File: src/rtl/calc_pkg.sv
// Shared calculator constants and the BCD converter's state encoding.
// Imported by the ALU overflow check and the display converter.
package calc_pkg;

  localparam int DIGITS  = 4;
  localparam int MAX_MAG = 9999;

  typedef enum logic [1:0] {
    IDLE  = 2'd0,
    LOAD  = 2'd1,
    SHIFT = 2'd2,
    DONE  = 2'd3
  } conv_state_e;

  // True when every nibble of a packed BCD word is a legal decimal digit.
  function automatic logic digits_ok(input logic [4*DIGITS-1:0] b);
    logic ok;
    ok = 1'b1;
    for (int i = 0; i < DIGITS; i++) begin
      if (b[4*i +: 4] > 4'd9) ok = 1'b0;
    end
    return ok;
  endfunction

endpackage

File: src/rtl/bcd_display_conv_if.sv
// Handshake and result bundle between the ALU side (master) and the
// BCD display converter (slave).
interface bcd_display_conv_if #(
  parameter int WIDTH  = 16,
  parameter int DIGITS = 4
);
  logic                  start;
  logic [WIDTH-1:0]      value;
  logic                  overflow_in;
  logic                  busy;
  logic                  done;
  logic                  neg;
  logic [4*DIGITS-1:0]   bcd;
  logic                  err;

  modport master (
    output start, value, overflow_in,
    input  busy, done, neg, bcd, err
  );

  modport slave (
    input  start, value, overflow_in,
    output busy, done, neg, bcd, err
  );
endinterface

File: src/rtl/bcd_add3.sv
// One double-dabble correction cell: adds 3 to a BCD digit that is 5 or more,
// so the following left shift carries correctly into the next digit.
module bcd_add3 (
  input  logic [3:0] din,
  output logic [3:0] dout
);
  assign dout = (din >= 4'd5) ? din + 4'd3 : din;
endmodule

File: src/rtl/bcd_display_conv.sv
// Sequential signed-binary to BCD converter (shift-add-3) feeding the
// seven-segment driver; one conversion at a time behind a start/busy/done handshake.
module bcd_display_conv
  import calc_pkg::*;
#(
  parameter int WIDTH = 16
) (
  input  logic              clk,
  input  logic              reset,
  bcd_display_conv_if.slave bus
);

  localparam int BCD_W = 4 * DIGITS;
  localparam int CNT_W = $clog2(WIDTH);
  localparam logic [CNT_W-1:0] LAST_ITER = CNT_W'(WIDTH - 1);
  localparam logic [WIDTH:0]   MAX_MAG_W = (WIDTH + 1)'(MAX_MAG);

  conv_state_e        state_q, state_d;
  logic [WIDTH-1:0]   value_q, value_d;
  logic [WIDTH-1:0]   mag_q, mag_d;
  logic               ovf_q, ovf_d;
  logic               neg_pend_q, neg_pend_d;
  logic [BCD_W-1:0]   scratch_q, scratch_d;
  logic [CNT_W-1:0]   cnt_q, cnt_d;
  logic               busy_q, busy_d;
  logic               done_q, done_d;
  logic               neg_q, neg_d;
  logic               err_q, err_d;
  logic [BCD_W-1:0]   bcd_q, bcd_d;

  logic [BCD_W-1:0]   corr;
  logic [BCD_W-1:0]   shifted;
  logic [WIDTH:0]     sext;
  logic [WIDTH:0]     mag_full;

  for (genvar g = 0; g < DIGITS; g++) begin : g_add3
    bcd_add3 u_add3 (
      .din  (scratch_q[4*g +: 4]),
      .dout (corr[4*g +: 4])
    );
  end

  // One extra bit keeps the magnitude of the most negative input representable.
  assign sext     = {value_q[WIDTH-1], value_q};
  assign mag_full = value_q[WIDTH-1] ? -sext : sext;
  assign shifted  = {corr[BCD_W-2:0], mag_q[WIDTH-1]};

  always_comb begin
    // NOTE: every _d gets a default first so no path leaves it unassigned,
    // which would otherwise infer a latch.
    state_d    = state_q;
    value_d    = value_q;
    mag_d      = mag_q;
    ovf_d      = ovf_q;
    neg_pend_d = neg_pend_q;
    scratch_d  = scratch_q;
    cnt_d      = cnt_q;
    neg_d      = neg_q;
    err_d      = err_q;
    bcd_d      = bcd_q;

    unique case (state_q)
      IDLE: begin
        if (bus.start) begin
          value_d = bus.value;
          ovf_d   = bus.overflow_in;
          state_d = LOAD;
        end
      end
      LOAD: begin
        neg_pend_d = value_q[WIDTH-1] && (value_q != '0);
        if (ovf_q || (mag_full > MAX_MAG_W)) begin
          // Undisplayable: publish the error on entry to DONE, skipping the shifts.
          bcd_d   = '0;
          neg_d   = 1'b0;
          err_d   = 1'b1;
          state_d = DONE;
        end else begin
          mag_d     = mag_full[WIDTH-1:0];
          scratch_d = '0;
          cnt_d     = '0;
          state_d   = SHIFT;
        end
      end
      SHIFT: begin
        scratch_d = shifted;
        mag_d     = mag_q << 1;
        cnt_d     = cnt_q + 1'b1;
        if (cnt_q == LAST_ITER) begin
          bcd_d   = shifted;
          neg_d   = neg_pend_q;
          err_d   = 1'b0;
          state_d = DONE;
        end
      end
      DONE:    state_d = IDLE;
      default: state_d = IDLE;
    endcase

    // Status flags are registered so they line up with the state they describe.
    busy_d = (state_d != IDLE);
    done_d = (state_d == DONE);
  end

  // NOTE: sequential state uses non-blocking assignments only, so every flop
  // samples the pre-edge value of its _d regardless of statement order.
  always_ff @(posedge clk or posedge reset) begin
    if (reset) begin
      state_q    <= IDLE;
      value_q    <= '0;
      mag_q      <= '0;
      ovf_q      <= 1'b0;
      neg_pend_q <= 1'b0;
      scratch_q  <= '0;
      cnt_q      <= '0;
      busy_q     <= 1'b0;
      done_q     <= 1'b0;
      neg_q      <= 1'b0;
      err_q      <= 1'b0;
      bcd_q      <= '0;
    end else begin
      state_q    <= state_d;
      value_q    <= value_d;
      mag_q      <= mag_d;
      ovf_q      <= ovf_d;
      neg_pend_q <= neg_pend_d;
      scratch_q  <= scratch_d;
      cnt_q      <= cnt_d;
      busy_q     <= busy_d;
      done_q     <= done_d;
      neg_q      <= neg_d;
      err_q      <= err_d;
      bcd_q      <= bcd_d;
    end
  end

  assign bus.busy = busy_q;
  assign bus.done = done_q;
  assign bus.neg  = neg_q;
  assign bus.err  = err_q;
  assign bus.bcd  = bcd_q;

  a_digits_legal: assert property (
    @(posedge clk) disable iff (reset) (state_q == SHIFT) |-> digits_ok(shifted)
  );

endmodule

File: src/flat_wrapper.sv
// flat-port wrapper written by rule: the top's interface ports become plain ports
module bcd_display_conv_flat import calc_pkg::*;
#(
  parameter int WIDTH = 16
)
  (clk, reset, bus_start, bus_value, bus_overflow_in, bus_busy, bus_done, bus_neg, bus_bcd, bus_err);
  bcd_display_conv_if #(.WIDTH(WIDTH), .DIGITS(4)) bus_i ();
  input  logic clk;
  input  logic reset;
  input wire logic [$bits(bus_i.start)-1:0] bus_start;
  input wire logic [$bits(bus_i.value)-1:0] bus_value;
  input wire logic [$bits(bus_i.overflow_in)-1:0] bus_overflow_in;
  output wire logic [$bits(bus_i.busy)-1:0] bus_busy;
  output wire logic [$bits(bus_i.done)-1:0] bus_done;
  output wire logic [$bits(bus_i.neg)-1:0] bus_neg;
  output wire logic [$bits(bus_i.bcd)-1:0] bus_bcd;
  output wire logic [$bits(bus_i.err)-1:0] bus_err;
  assign bus_i.start = bus_start;
  assign bus_i.value = bus_value;
  assign bus_i.overflow_in = bus_overflow_in;
  assign bus_busy = bus_i.busy;
  assign bus_done = bus_i.done;
  assign bus_neg = bus_i.neg;
  assign bus_bcd = bus_i.bcd;
  assign bus_err = bus_i.err;
  bcd_display_conv #(.WIDTH(WIDTH)) u_core (.clk(clk), .reset(reset), .bus(bus_i));
endmodule
File: config.mk
export PLATFORM = sky130hd
export DESIGN_NAME = bcd_display_conv_flat
export DESIGN_NICKNAME = d
export VERILOG_FILES = /design/src/rtl/calc_pkg.sv /design/src/rtl/bcd_display_conv_if.sv /design/src/rtl/bcd_add3.sv /design/src/rtl/bcd_display_conv.sv /design/src/flat_wrapper.sv
export SDC_FILE = /design/constraint.sdc
export NUM_CORES = 1
export LEC_CHECK = 0
export CELL_PAD_IN_SITES_DETAIL_PLACEMENT = 1
export CELL_PAD_IN_SITES_GLOBAL_PLACEMENT = 1
export CORE_AREA = 4 4 107 109
export DETAILED_ROUTE_END_ITERATION = 10
export DIE_AREA = 0 0 111 113
export GPL_TIMING_DRIVEN = 0
export PLACE_DENSITY_LB_ADDON = 0.1
export SKIP_CTS_REPAIR_TIMING = 1
export SYNTH_ARGS = -nofsm -noshare
export SYNTH_HDL_FRONTEND = slang
export SYNTH_SLANG_ARGS = --single-unit
File: constraint.sdc
create_clock -name clk -period 3 [get_ports clk]
set_input_delay 0.6 -clock clk [delete_from_list [all_inputs] [get_ports clk]]
set_output_delay 0.6 -clock clk [all_outputs]
set_load 0.005 [all_outputs]
==> results.yml <==
floorplan:
  die_x_um: 111
  dieHeight_um: 113
  ioPinCount: 40
  initial_core_util: 0.387
  rows: 38
  die_area_um2: 12500
  core_area_um2: 10600
power_and_ir_drop:
  p_leak_nw: 2.27
  power.density_nw_per_um2: 1060
  peakVddDrop_uv: 437
  power_w: 0.00557
sta:
  relSlewSlack: 0.584
  finalCriticalPeriod_ns: 2.98
  setup_viol: 0
  tns_ns: 0
  finalHoldViolCount: 0
  worst_slew_pin_slew_ns: 0.624
  worst_slack_ns: 0.0173
  max_freq_mhz: 335
  fin_crit_sh: 0.994
  skew_ns: 0.00971
  timing.final.max_slew_violations: 0
  rsz0062_at_grt: "true"
synth:
  synth_top_area_cell: "dfrtp_1"
  synthMuxAreaShare: 0.116
  syn_inst: 412
  yosysWarnings: 0
  syn_nets: 446
  synth_top_cells_by_count: "dfrtp_1, nand2_1, mux2_2"
  synth_cell_types: 53
  synth_area_leaders: "dfrtp_1, mux2_2, ha_1"
  netlist_area_um2: 4110
  synth.avg_cell_area_um2: 9.97
  synth_most_common_cell: "dfrtp_1"
  synth_compound_area_frac: 0.142
  synth_top_family_by_area: "simple AND/OR/NAND/NOR gates"
  yosys.area_share.simple: 0.146
  synthFlopType: "dfrtp_1"
  ys_seq_area_frac: 0.463
  synthAdderAreaFrac: 0.0426
  synth_top_area_frac: 0.463
  ys_async_sr_fraction: 1.00
  synth_edf_count: 0
  yosys.area_share.xor_xnor: 0.0448
  ys_ff_latch: 76
placed_design:
  dp_hpwl_um: 7330
  gp_congestion: 0.794
  port_buffers: 39
  preCtsSetupSlack_ns: -0.681
setup_path:
  cp-end-kind: "flop"
  crit_type: "flop to flop"
  critPathArrivalTime_ns: 3.22
  path_cells: "inv_4, ha_4, or3b_2, nand2_1, a21oi_1, o32a_1, o311a_4, o21ai_4, o211ai_4, buf_12, mux2_4"
  cp.required_ns: 3.24
  crit_family: "compound AO/OA/AOI/OAI gates"
  cp_max_fo: 7
  worst_path_largest_cell_delay_ns: 0.50
  slowest_stage: "or3b_2"
  startpoint_type: "flop"
  critical_path_buf_inv_count: 2
clock_tree:
  cts-htree-levels: 3
  cts.sink_count: 76
  clk_path_buf_depth: 2
  clkSlewWorstSetupHoldPaths_ns: 0.08
  clkLatencyLatePin_ns: 0.36
  numCtsBuffers: 9
  root_buffer: "clkbuf_8"
  cts_tree: "built"
grt:
  grt_pass1_wl_um: 17100
  track_usage: 0.168
  grt_pass1_vias: 3479
  grt_max_degree: 50
  grt.overflow.total: 0
  antenna_found_initial: 0
route:
  wirelength_um: 10400
  drc_errors: 0
  drt_iter0_markers: 97
  post_drt_via_cell_ratio: 5.24
  vias: 3270
  first_pass_iters: 4
  detail-route-antenna-nets: 0
  wl_per_cell_um: 16.7
finish:
  fillCellCount: 1187
  areaGrowthSynthToFinish_pct: 27.8
  seq_area_um2: 1910
  drive_above_1_share: 0.194
  diodes: 0
  final_nets: 514
  multi_input_area_um2: 2120
worst_hold_path:
  hp-class: "flop to flop"
flow_run:
  drv_cap: 0
outcome:
  status: "completed"
==> worst paths after layout <==
path / from / end / slack [ns] / cells past startpoint
max: u_core.value_q[0] / u_core.bus.bcd[3] / 0.02 / 11
min: u_core.mag_q[13] / u_core.mag_q[13] / 0.49 / 2
max reg2reg: u_core.value_q[0] / u_core.bus.bcd[3] / 0.02 / 11
min reg2reg: u_core.mag_q[13] / u_core.mag_q[13] / 0.49 / 2
max in group asynchronous: reset / u_core.mag_q[10] / 1.85 / 3
min in group asynchronous: reset / u_core.scratch_q[15] / 0.58 / 2
==> state kept, by name, indices dropped and copies added, names as in the netlist <==
| signal | cells |
|---|---|
| u_core.bus.bcd | 16 |
| u_core.mag_q | 16 |
| u_core.scratch_q | 16 |
| u_core.value_q | 16 |
| u_core.cnt_q | 4 |
| u_core.state_q | 2 |
| u_core.bus.busy | 1 |
| u_core.bus.done | 1 |
| u_core.bus.err | 1 |
| u_core.bus.neg | 1 |
| u_core.neg_pend_q | 1 |
| u_core.ovf_q | 1 |
==> cells by family after synthesis <==
logic type | Yosys count
buf+inv | 48
mux | 43
xor+xnor | 21
compound gates | 89
fa+ha+maj | 14
flops | 76
simple gates | 121
==> worst reg2reg max path, cell delays in order (launching register included) <==
cell and delay, ns:
dfrtp_2 0.48, inv_4 0.09, ha_4 0.14, or3b_2 0.50
nand2_1 0.10, a21oi_1 0.07, o32a_1 0.21, o311a_4 0.42
o21ai_4 0.24, o211ai_4 0.15, buf_12 0.18, mux2_4 0.30
==> per-layer routing <==
layer  up-vias  global-route usage  routed length (µm)
met4         0              0.0706                 190
met5         -                   0                   0
met3        14              0.0251                 265
li1       1572                   -                   -
met1      1637               0.198                4610
met2        47               0.304                5350
==> through the flow <==
step / instances / utilization / instance area (µm²) / hold WS (ns)
3_5_place_dp: 592 / 0.444 / 4700 / 0.474
2_1_floorplan: 412 / - / 4110 / 0.449
3_3_place_gp: 591 / 0.441 / 4670 / 0.461
4_1_cts: 607 / 0.466 / 4940 / 0.493
5_1_grt: 624 / 0.495 / 5250 / 0.529
6_report: 624 / 0.495 / 5250 / 0.490
==> layout by cell type, fill, tap and decap left out, types with 4 or more instances in the layout <==
cell / instances
dfrtp_1: 72
nand2_1: 44
clkdlybuf4s50_1: 39
o21ai_0: 30
a21oi_1: 27
nor2_1: 26
mux2_2: 25
inv_1: 21
clkbuf_1: 17
xor2_1: 15
buf_4: 14
ha_1: 13
mux2i_1: 10
clkbuf_8: 10
mux2_4: 8
and2_1: 6
a32o_1: 6
xnor2_1: 6
nand2b_1: 5
nor4_1: 5
nor3b_1: 5
nor3_1: 5
nand3_1: 4
clkbuf_2: 4
buf_12: 4
o31ai_1: 4
dfrtp_2: 4
==> report_power, final <==
| group | total [W] | switching, W | internal, W | leakage (nW) |
|---|---|---|---|---|
| sequential | 0.00164 | 0.000289 | 0.00135 | 0.982 |
| combinational | 0.00298 | 0.00163 | 0.00135 | 1.17 |
| clock | 0.000950 | 0.000382 | 0.000568 | 0.122 |
| total | 0.00557 | 0.00230 | 0.00326 | 2.27 |
==> final cells by class <==
type                            count  share of cell area
Buffer                             24              0.0241
Clock buffer                       10              0.0262
Clock inverter                      5              0.0191
Inverter                           24              0.0181
Multi-Input combinational cell    288               0.405
Sequential cell                    76               0.363
Tap cell                          140              0.0334
Timing Repair Buffer               57               0.111
Power figures use the tool's default switching activity.
